## src/rtl/csa_accumulator_if.sv

```systemverilog
// Operand stream in, frame result out: the handshake bundle around csa_accumulator.
interface csa_accumulator_if #(
  parameter int WIDTH   = 4,
  parameter int MAX_OPS = 16
);
  localparam int ACC_W = WIDTH + $clog2(MAX_OPS);
  localparam int CW    = $clog2(MAX_OPS) + 1;

  logic             in_valid;
  logic             in_ready;
  logic [WIDTH-1:0] in_data;
  logic             in_last;
  logic             out_valid;
  logic             out_ready;
  logic [ACC_W-1:0] out_sum;
  logic [CW-1:0]    out_count;
  logic             forced_last;

  modport master (
    output in_valid, in_data, in_last, out_ready,
    input  in_ready, out_valid, out_sum, out_count, forced_last
  );

  modport slave (
    input  in_valid, in_data, in_last, out_ready,
    output in_ready, out_valid, out_sum, out_count, forced_last
  );
endinterface

```

## src/rtl/csa_accumulator.sv

```systemverilog
// Frame accumulator: carry-save adds operands each cycle, then resolves S+C
// with a CHUNK-bit carry-propagate slice per cycle before presenting the sum.
module csa_accumulator #(
  parameter int WIDTH   = 4,
  parameter int MAX_OPS = 16,
  parameter int CHUNK   = 4
) (
  input  logic             clk,
  input  logic             rst_n,
  csa_accumulator_if.slave bus
);
  localparam int ACC_W = WIDTH + $clog2(MAX_OPS);
  localparam int NCH   = (ACC_W + CHUNK - 1) / CHUNK;
  localparam int CW    = $clog2(MAX_OPS) + 1;
  localparam int IW    = (NCH > 1) ? $clog2(NCH) : 1;

  typedef enum logic [1:0] {IDLE, ACCUM, RESOLVE, DONE} state_t;

  state_t           r_state;
  state_t           w_nextState;
  logic             r_armed;
  logic [ACC_W-1:0] r_s;
  logic [ACC_W-1:0] r_c;
  logic [ACC_W-1:0] r_sum;
  logic [CW-1:0]    r_count;
  logic             r_carry;
  logic             r_forced;
  logic [IW-1:0]    r_chunkIdx;

  logic             w_accept;
  logic             w_close;
  logic             w_lastChunk;
  logic [ACC_W-1:0] w_x;
  logic [ACC_W-1:0] w_sumNext;
  logic [CW-1:0]    w_countNext;
  logic [CHUNK-1:0] w_sSlice;
  logic [CHUNK-1:0] w_cSlice;
  logic [CHUNK:0]   w_chunkSum;

  // r_armed keeps in_ready low until the first clock edge after reset releases
  assign bus.in_ready    = r_armed && ((r_state == IDLE) || (r_state == ACCUM));
  assign bus.out_valid   = (r_state == DONE);
  assign bus.out_sum     = r_sum;
  assign bus.out_count   = r_count;
  assign bus.forced_last = r_forced;

  assign w_accept    = bus.in_valid && bus.in_ready;
  assign w_x         = ACC_W'(bus.in_data);
  assign w_countNext = (r_state == IDLE) ? CW'(1) : r_count + CW'(1);
  assign w_close     = bus.in_last || (w_countNext == CW'(MAX_OPS));
  assign w_lastChunk = (r_chunkIdx == IW'(NCH - 1));

  always_ff @(posedge clk or negedge rst_n) begin
    if (!rst_n) r_state <= IDLE;
    else        r_state <= w_nextState;
  end

  always_comb begin
    w_nextState = r_state;
    case (r_state)
      IDLE, ACCUM: if (w_accept) w_nextState = w_close ? RESOLVE : ACCUM;
      RESOLVE:     if (w_lastChunk) w_nextState = DONE;
      DONE:        if (bus.out_ready) w_nextState = IDLE;
      default:     w_nextState = IDLE;
    endcase
  end

  // Select the current chunk of S and C; bits past ACC_W read as zero
  always_comb begin
    w_sSlice = '0;
    w_cSlice = '0;
    for (int b = 0; b < ACC_W; b++) begin
      if ((b / CHUNK) == int'(r_chunkIdx)) begin
        w_sSlice[b % CHUNK] = r_s[b];
        w_cSlice[b % CHUNK] = r_c[b];
      end
    end
    w_chunkSum = {1'b0, w_sSlice} + {1'b0, w_cSlice} + {{CHUNK{1'b0}}, r_carry};
    w_sumNext  = r_sum;
    for (int b = 0; b < ACC_W; b++) begin
      if ((b / CHUNK) == int'(r_chunkIdx)) w_sumNext[b] = w_chunkSum[b % CHUNK];
    end
  end

  always_ff @(posedge clk or negedge rst_n) begin
    if (!rst_n) begin
      r_armed    <= 1'b0;
      r_s        <= '0;
      r_c        <= '0;
      r_sum      <= '0;
      r_count    <= '0;
      r_carry    <= 1'b0;
      r_forced   <= 1'b0;
      r_chunkIdx <= '0;
    end else begin
      r_armed <= 1'b1;
      case (r_state)
        IDLE, ACCUM: begin
          if (w_accept) begin
            if (r_state == IDLE) begin
              r_s <= w_x;
              r_c <= '0;
            end else begin
              r_s <= r_s ^ r_c ^ w_x;
              r_c <= ((r_s & r_c) | (r_s & w_x) | (r_c & w_x)) << 1;
            end
            r_count    <= w_countNext;
            r_carry    <= 1'b0;
            r_chunkIdx <= '0;
            if (w_close) r_forced <= ~bus.in_last;
          end
        end
        RESOLVE: begin
          r_sum      <= w_sumNext;
          r_carry    <= w_chunkSum[CHUNK];
          r_chunkIdx <= w_lastChunk ? '0 : r_chunkIdx + IW'(1);
        end
        default: ;
      endcase
    end
  end
endmodule

```

## src/flat_wrapper.sv

```systemverilog
// flat-port wrapper written by rule: the top's interface ports become plain ports
module csa_accumulator_flat 
#(
  parameter int WIDTH   = 4,
  parameter int MAX_OPS = 16,
  parameter int CHUNK   = 4
)
  (clk, rst_n, bus_in_valid, bus_in_data, bus_in_last, bus_out_ready, bus_in_ready, bus_out_valid, bus_out_sum, bus_out_count, bus_forced_last);
  csa_accumulator_if #(.WIDTH(WIDTH), .MAX_OPS(MAX_OPS)) bus_i ();
  input  logic clk;
  input  logic rst_n;
  input wire logic [$bits(bus_i.in_valid)-1:0] bus_in_valid;
  input wire logic [$bits(bus_i.in_data)-1:0] bus_in_data;
  input wire logic [$bits(bus_i.in_last)-1:0] bus_in_last;
  input wire logic [$bits(bus_i.out_ready)-1:0] bus_out_ready;
  output wire logic [$bits(bus_i.in_ready)-1:0] bus_in_ready;
  output wire logic [$bits(bus_i.out_valid)-1:0] bus_out_valid;
  output wire logic [$bits(bus_i.out_sum)-1:0] bus_out_sum;
  output wire logic [$bits(bus_i.out_count)-1:0] bus_out_count;
  output wire logic [$bits(bus_i.forced_last)-1:0] bus_forced_last;
  assign bus_i.in_valid = bus_in_valid;
  assign bus_i.in_data = bus_in_data;
  assign bus_i.in_last = bus_in_last;
  assign bus_i.out_ready = bus_out_ready;
  assign bus_in_ready = bus_i.in_ready;
  assign bus_out_valid = bus_i.out_valid;
  assign bus_out_sum = bus_i.out_sum;
  assign bus_out_count = bus_i.out_count;
  assign bus_forced_last = bus_i.forced_last;
  csa_accumulator #(.WIDTH(WIDTH), .MAX_OPS(MAX_OPS), .CHUNK(CHUNK)) u_core (.clk(clk), .rst_n(rst_n), .bus(bus_i));
endmodule
```

## config.mk

```make
export PLATFORM = sky130hd
export DESIGN_NAME = csa_accumulator_flat
export DESIGN_NICKNAME = d
export VERILOG_FILES = /design/src/rtl/csa_accumulator_if.sv /design/src/rtl/csa_accumulator.sv /design/src/flat_wrapper.sv
export SDC_FILE = /design/constraint.sdc
export NUM_CORES = 1
export LEC_CHECK = 0
export CAP_MARGIN = 20
export CORE_MARGIN = 5
export CORE_UTILIZATION = 54
export DETAILED_ROUTE_END_ITERATION = 10
export GPL_TIMING_DRIVEN = 0
export PLACE_DENSITY = 0.79
export SYNTH_ARGS = -nofsm -noshare
export SYNTH_HDL_FRONTEND = slang
export SYNTH_SLANG_ARGS = --single-unit
```

## constraint.sdc

```tcl
create_clock -name clk -period 2.72 [get_ports clk]
set_input_delay 0.816 -clock clk [delete_from_list [all_inputs] [get_ports clk]]
set_output_delay 0.816 -clock clk [all_outputs]
set_load 0.05 [all_outputs]
```

# After elaboration in Yosys (flattened, before gate mapping)
# Cells that the tools add are included.
word_totals:
  regBits: 35
  input_bits: 9
  elab_cells: 63
  out_inout_bits: 16
op_classes:
  bitwise_logic: 9
  add_sub_neg: 4
  n_reduce_logical: 13
  eq_ne: 7
  muxes: 20
op_table:
  columns: ["op", "n"]
  rows:
  - ["2-to-1 mux 8 bit", 2]
  - ["AND 7 x 4 -> 7 bit", 2]
  - ["bitwise OR 7 bit", 2]
  - ["2-to-1 mux 1 bit", 10]
  - ["2-to-1 mux 2 bit", 4]
  - ["AND reduction 2 bit", 4]
  - ["bitwise XOR 8 x 4 -> 8 bit", 1]
  - ["bitwise XOR 8 bit", 1]
  - ["AND 7 bit", 1]
  - ["one-hot mux 2 bit (3 select lines)", 1]
  - ["AND reduction 3 bit", 2]
  - ["adder 4 x 4 -> 5 bit", 1]
  - ["adder 5 x 1 -> 5 bit", 1]
  - ["adder 5 x 1 -> 5 bit (second input constant)", 1]
  - ["equality test 5 bit (second input constant)", 1]
  - ["2-to-1 mux 5 bit", 1]
  - ["equality test 2 bit (second input constant)", 2]
  - ["!= test 2 x 1 -> 1 bit (second input constant)", 2]
  - ["one-hot mux 1 bit (2 select lines)", 2]
  - ["equality test 2 x 1 -> 1 bit (second input constant)", 1]
  - ["logical AND 1 bit", 2]
  - ["zero test 2 bit", 1]
  - ["logical OR 1 bit", 2]
  - ["!= test 2 bit (second input constant)", 1]
  - ["4 further kinds", 5]

# Longest topological paths before layout
logic_depth:
  depth_word: 7
  mapped_depth: 9
  ltp_nobuf: 7

# Least setup slack after synthesis
# No wires, ideal clock.
synth_path:
  path_type: "register to register"
  from: "register u_core.r_chunkIdx"
  to: "register u_core.r_sum[1] (netlist: u_core.bus.out_sum[1])"
  arrival_ps: 1939
  required_time_ps: 2595
  setup_time_ps: 125
  period_less_slack_ps: 2064
  path_stages_with_launch: 8
  slack_ps: 656
  path_cell_list: "dfrtp_1 > buf_6 > clkbuf_1 > nand2_1 > fa_1 > inv_1 > fa_1 > mux2_4"
synth_via:
  elab_chain_cells: 3
synth_lines:
  columns: ["item", "line_no", "rtl"]
  rows:
  - ["from (decl)", "csa_accumulator.sv:28", "logic [IW-1:0] r_chunkIdx;"]
  - ["from (signal assigned)", "csa_accumulator.sv:116", "r_chunkIdx <= w_lastChunk ? '0 : r_chunkIdx + IW'(1);"]
  - ["2-to-1 mux 1 bit", "csa_accumulator.sv:73", "if ((b / CHUNK) == int'(r_chunkIdx)) begin"]
  - ["adder 4 x 4 -> 5 bit *", "csa_accumulator.sv:78", "w_chunkSum = {1'b0, w_sSlice} + {1'b0, w_cSlice} + {{CHUNK{1'b0}}, r_carry};"]
  - ["adder 5 x 1 -> 5 bit *", "csa_accumulator.sv:78", null]
  - ["named net u_core.w_chunkSum[1]", "csa_accumulator.sv:38", "logic [CHUNK:0] w_chunkSum;"]
  - ["to (signal assigned)", "csa_accumulator.sv:114", "r_sum <= w_sumNext;"]
  - ["to (decl)", "csa_accumulator.sv:24", "logic [ACC_W-1:0] r_sum;"]
# Mark *: on every way through the listed nets, which the timed path passes. The rest lies on a longest branch.
# A chain may end at the register's enable or synchronous reset.

# Worst setup path after layout
layout_path:
  from: "register u_core.r_state[0]"
  to: "output port bus_out_valid"
layout_via:
  elab_chain_cells: 1
layout_lines:
  columns: ["item", "line_no", "rtl"]
  rows:
  - ["from (decl)", "csa_accumulator.sv:19", "state_t r_state;"]
  - ["from (signal assigned)", "csa_accumulator.sv:55", "else r_state <= w_nextState;"]
  - ["equality test 2 bit", "csa_accumulator.sv:42", "assign bus.out_valid = (r_state == DONE);"]
  - ["to (decl)", "flat_wrapper.sv:17", "output wire logic [$bits(bus_i.out_valid)-1:0] bus_out_valid;"]
# Every way passes these cells.

==> results.yml <==
min_path:
  hold_depth: 2
  whs_endpoint: "u_core.bus.out_sum[3]$_DFFE_PN0P_"
  hold_class: "register to register"
  hp-start: "u_core.bus.out_sum[3]$_DFFE_PN0P_"
detailed_routing:
  ant_nets: 0
  wire_per_inst_um: 14.6
  drc: 0
  viasPerCell: 5.40
  drt-total-wl_mm: 3.93
  vias: 1452
  dr.first_iter.drc_count: 60
  firstDrtPassIters: 4
die:
  die_area_um2: 4730
  ios: 25
  core_area_um2: 3340
  start_util_pct: 55.9
  dieWidth_um: 68.8
  rows: 21
  die_h_um: 68.8
job:
  maxCapViolations: 0
yosys:
  syn_inst: 192
  synth_most_common_cell: "nand2_1"
  netlist.top_cell.by_area: "dfrtp_1"
  yosysSeqAreaShare_pct: 45.6
  synth_edf_count: 0
  syn_area_um2: 1870
  synth_cell_types: 39
  synth-seq-cells: 34
  yosys_warnings: 0
  synth_common_cells: "nand2_1, dfrtp_1, o21ai_0"
  syn_avg_cell_area_um2: 9.72
  syn-num-nets: 214
  async_flop_share_pct: 100
  ys.flop_type: "dfrtp_1"
  synth_area_leaders: "dfrtp_1, nand2_1, fa_1"
  synth_top_area_share_pct: 45.6
place:
  dpl.hpwl_mm: 2.97
  place_ws_ns: 0.362
  routabilityCongestion: 0.773
  dpl_cell_area_um2: 2160
  dp_cells: 262
  numPortBuffers: 24
critical_path:
  cp.required_ns: 1.90
  critical-path-max-stage-delay_ns: 0.80
  crit_chain: "and2_2 > clkdlybuf4s50_1"
  r2r_cells: 7
  r2r_end: "u_core.bus.out_sum[1]$_DFFE_PN0P_"
  r2r_slack_ns: 0.44
  r2r-start: "u_core.r_chunkIdx$_DFFE_PN0P_"
  path_class: "register to primary output"
  critPathCaptureType: "primary output"
  crit_fanout: 8
  worst_path_max_delay_cell: "clkdlybuf4s50_1"
  crit_path_start_kind: "register"
  arrival_ns: 1.82
finish:
  drive_gt1_share_pct: 11.7
  fin_cells: 269
  fillers: 296
  final_cell_area_um2: 2200
  areaGrowthSynthToFinish_pct: 18.1
  final_nets: 245
  diodes: 0
global_routing:
  grt_max_degree: 35
  grt_antenna_before_repair: 0
  gr-usage-all-layers_pct: 19.3
  grt_pass1_wl_mm: 6.64
  grt_pass1_vias: 1515
  grt.overflow.total: 0
cts:
  clock_path_buffers: 2
  clock_latency_ns: 0.34
  numCtsBuffers: 5
  cts_tree: "built"
  clk_pin_slew_ns: 0.10
  hold_buffers: 0
  cts_resized: 0
  htreeDepth: 2
  cts.sink_count: 34
  post_cts_buffers: 0
  cts.root.buffer_cell: "clkbuf_4"
run_status:
  status: "finished clean"
power_and_ir_drop:
  peakVddDrop_mv: 0.731
  total_leakage_power_uw: 0.00105
  cellPowerDensity_nw_per_um2: 1090
sta:
  slew_headroom_pct: 50.3
  worstMarginPinSlew_ns: 0.746
  rsz0062_at_grt: "false"
  clock_skew_ns: 0.0115
  fmax_ghz: 0.379
  min_period_ns: 2.64
  hold_violations: 0
  tns_ns: 0
  drv_slew: 0
  final.period_utilization_pct: 97.1
  final-setup-viol-count: 0
  finalWorstSetupSlack_ns: 0.0802
-- metrics by stage --
stage	hold WS, ns	total power, uW	util [%]
2_1_floorplan	0.450	1750	-
3_3_place_gp	0.457	2090	64.9
3_5_place_dp	0.465	2160	64.7
4_1_cts	0.487	2420	66.1
5_1_grt	0.529	2590	66.1
6_report	0.483	2410	66.1
-- flip-flops by register name (all words and copies together), names as in the netlist --
signal and cells:
u_core.r_carry 1, u_core.r_state 2, u_core.r_s 8, u_core.bus.out_sum 8, u_core.r_armed 1, u_core.r_c 7
u_core.bus.forced_last 1, u_core.r_chunkIdx 1, u_core.bus.out_count 5
-- worst max-delay path, delay by kind of cell (launching register included) --
family | cells | cell delay, ns
buffers and inverters | 1 | 0.80
flip-flops | 1 | 0.49
AND/OR/NAND/NOR | 1 | 0.20
-- per-layer routing --
metal | up-vias | wire (um) | GRT usage (%) | part of all wire, %
li1 | 705 | - | - | -
met1 | 697 | 1670 | 22.0 | 42
met2 | 39 | 2030 | 34.6 | 52
met3 | 11 | 154 | 3.89 | 3.9
met4 | 0 | 78 | 8.27 | 2.0
met5 | - | 0 | 0 | 0
-- layout by cell type, fill, tap and decap left out, drive strengths merged, types with 3 or more instances in the layout --
| master | instances |
|---|---|
| a21oi | 5 |
| buf | 10 |
| clkbuf | 8 |
| clkdlybuf4s50 | 23 |
| dfrtp | 34 |
| fa | 5 |
| ha | 8 |
| inv | 11 |
| mux2 | 3 |
| nand2 | 43 |
| nand3 | 14 |
| nor2 | 6 |
| o21ai | 20 |
| o31ai | 4 |
-- cell type report --
| class | count | area [um^2] | share of cell area (%) |
|---|---|---|---|
| inverter | 11 | 41.3 | 1.87 |
| timing repair buffer | 24 | 235 | 10.7 |
| multi-input combinational | 137 | 901 | 40.9 |
| clock buffer | 7 | 45.0 | 2.04 |
| sequential | 34 | 851 | 38.6 |
| buffer | 10 | 73.8 | 3.35 |
| tap | 46 | 57.6 | 2.61 |
-- worst max-delay path by stage --
stage	from	to	slack, ns	cells after the start
floorplan	u_core.r_chunkIdx$_DFFE_PN0P_	u_core.bus.out_sum[1]$_DFFE_PN0P_	0.66	7
global placement	rst_n	u_core.r_c[1]$_DFFE_PN0P_	0.13	1
detailed placement	bus_in_data[1]	u_core.r_s[1]$_DFFE_PN0P_	0.36	6
CTS	u_core.r_state[0]$_DFFE_PN0P_	bus_out_valid	0.07	2
global route	u_core.r_state[0]$_DFFE_PN0P_	bus_out_valid	0.02	2
finish	u_core.r_state[0]$_DFFE_PN0P_	bus_out_valid	0.08	2
-- kinds of logic after synthesis --
family / share of synthesized area, %
fa+ha+maj: 10.7
xor+xnor: 1.88
other cells: 0.201
simple gates: 19.9
flops: 45.6
mux: 2.55
buf+inv: 6.17
compound gates: 13.0
-- where the power goes --
part / switching [uW] / leakage [uW] / internal (uW)
Combinational: 841 / 0.000586 / 507
Sequential: 124 / 0.000441 / 673
Clock: 167 / 0.0000254 / 97.4
Power figures use the tool's default switching activity.
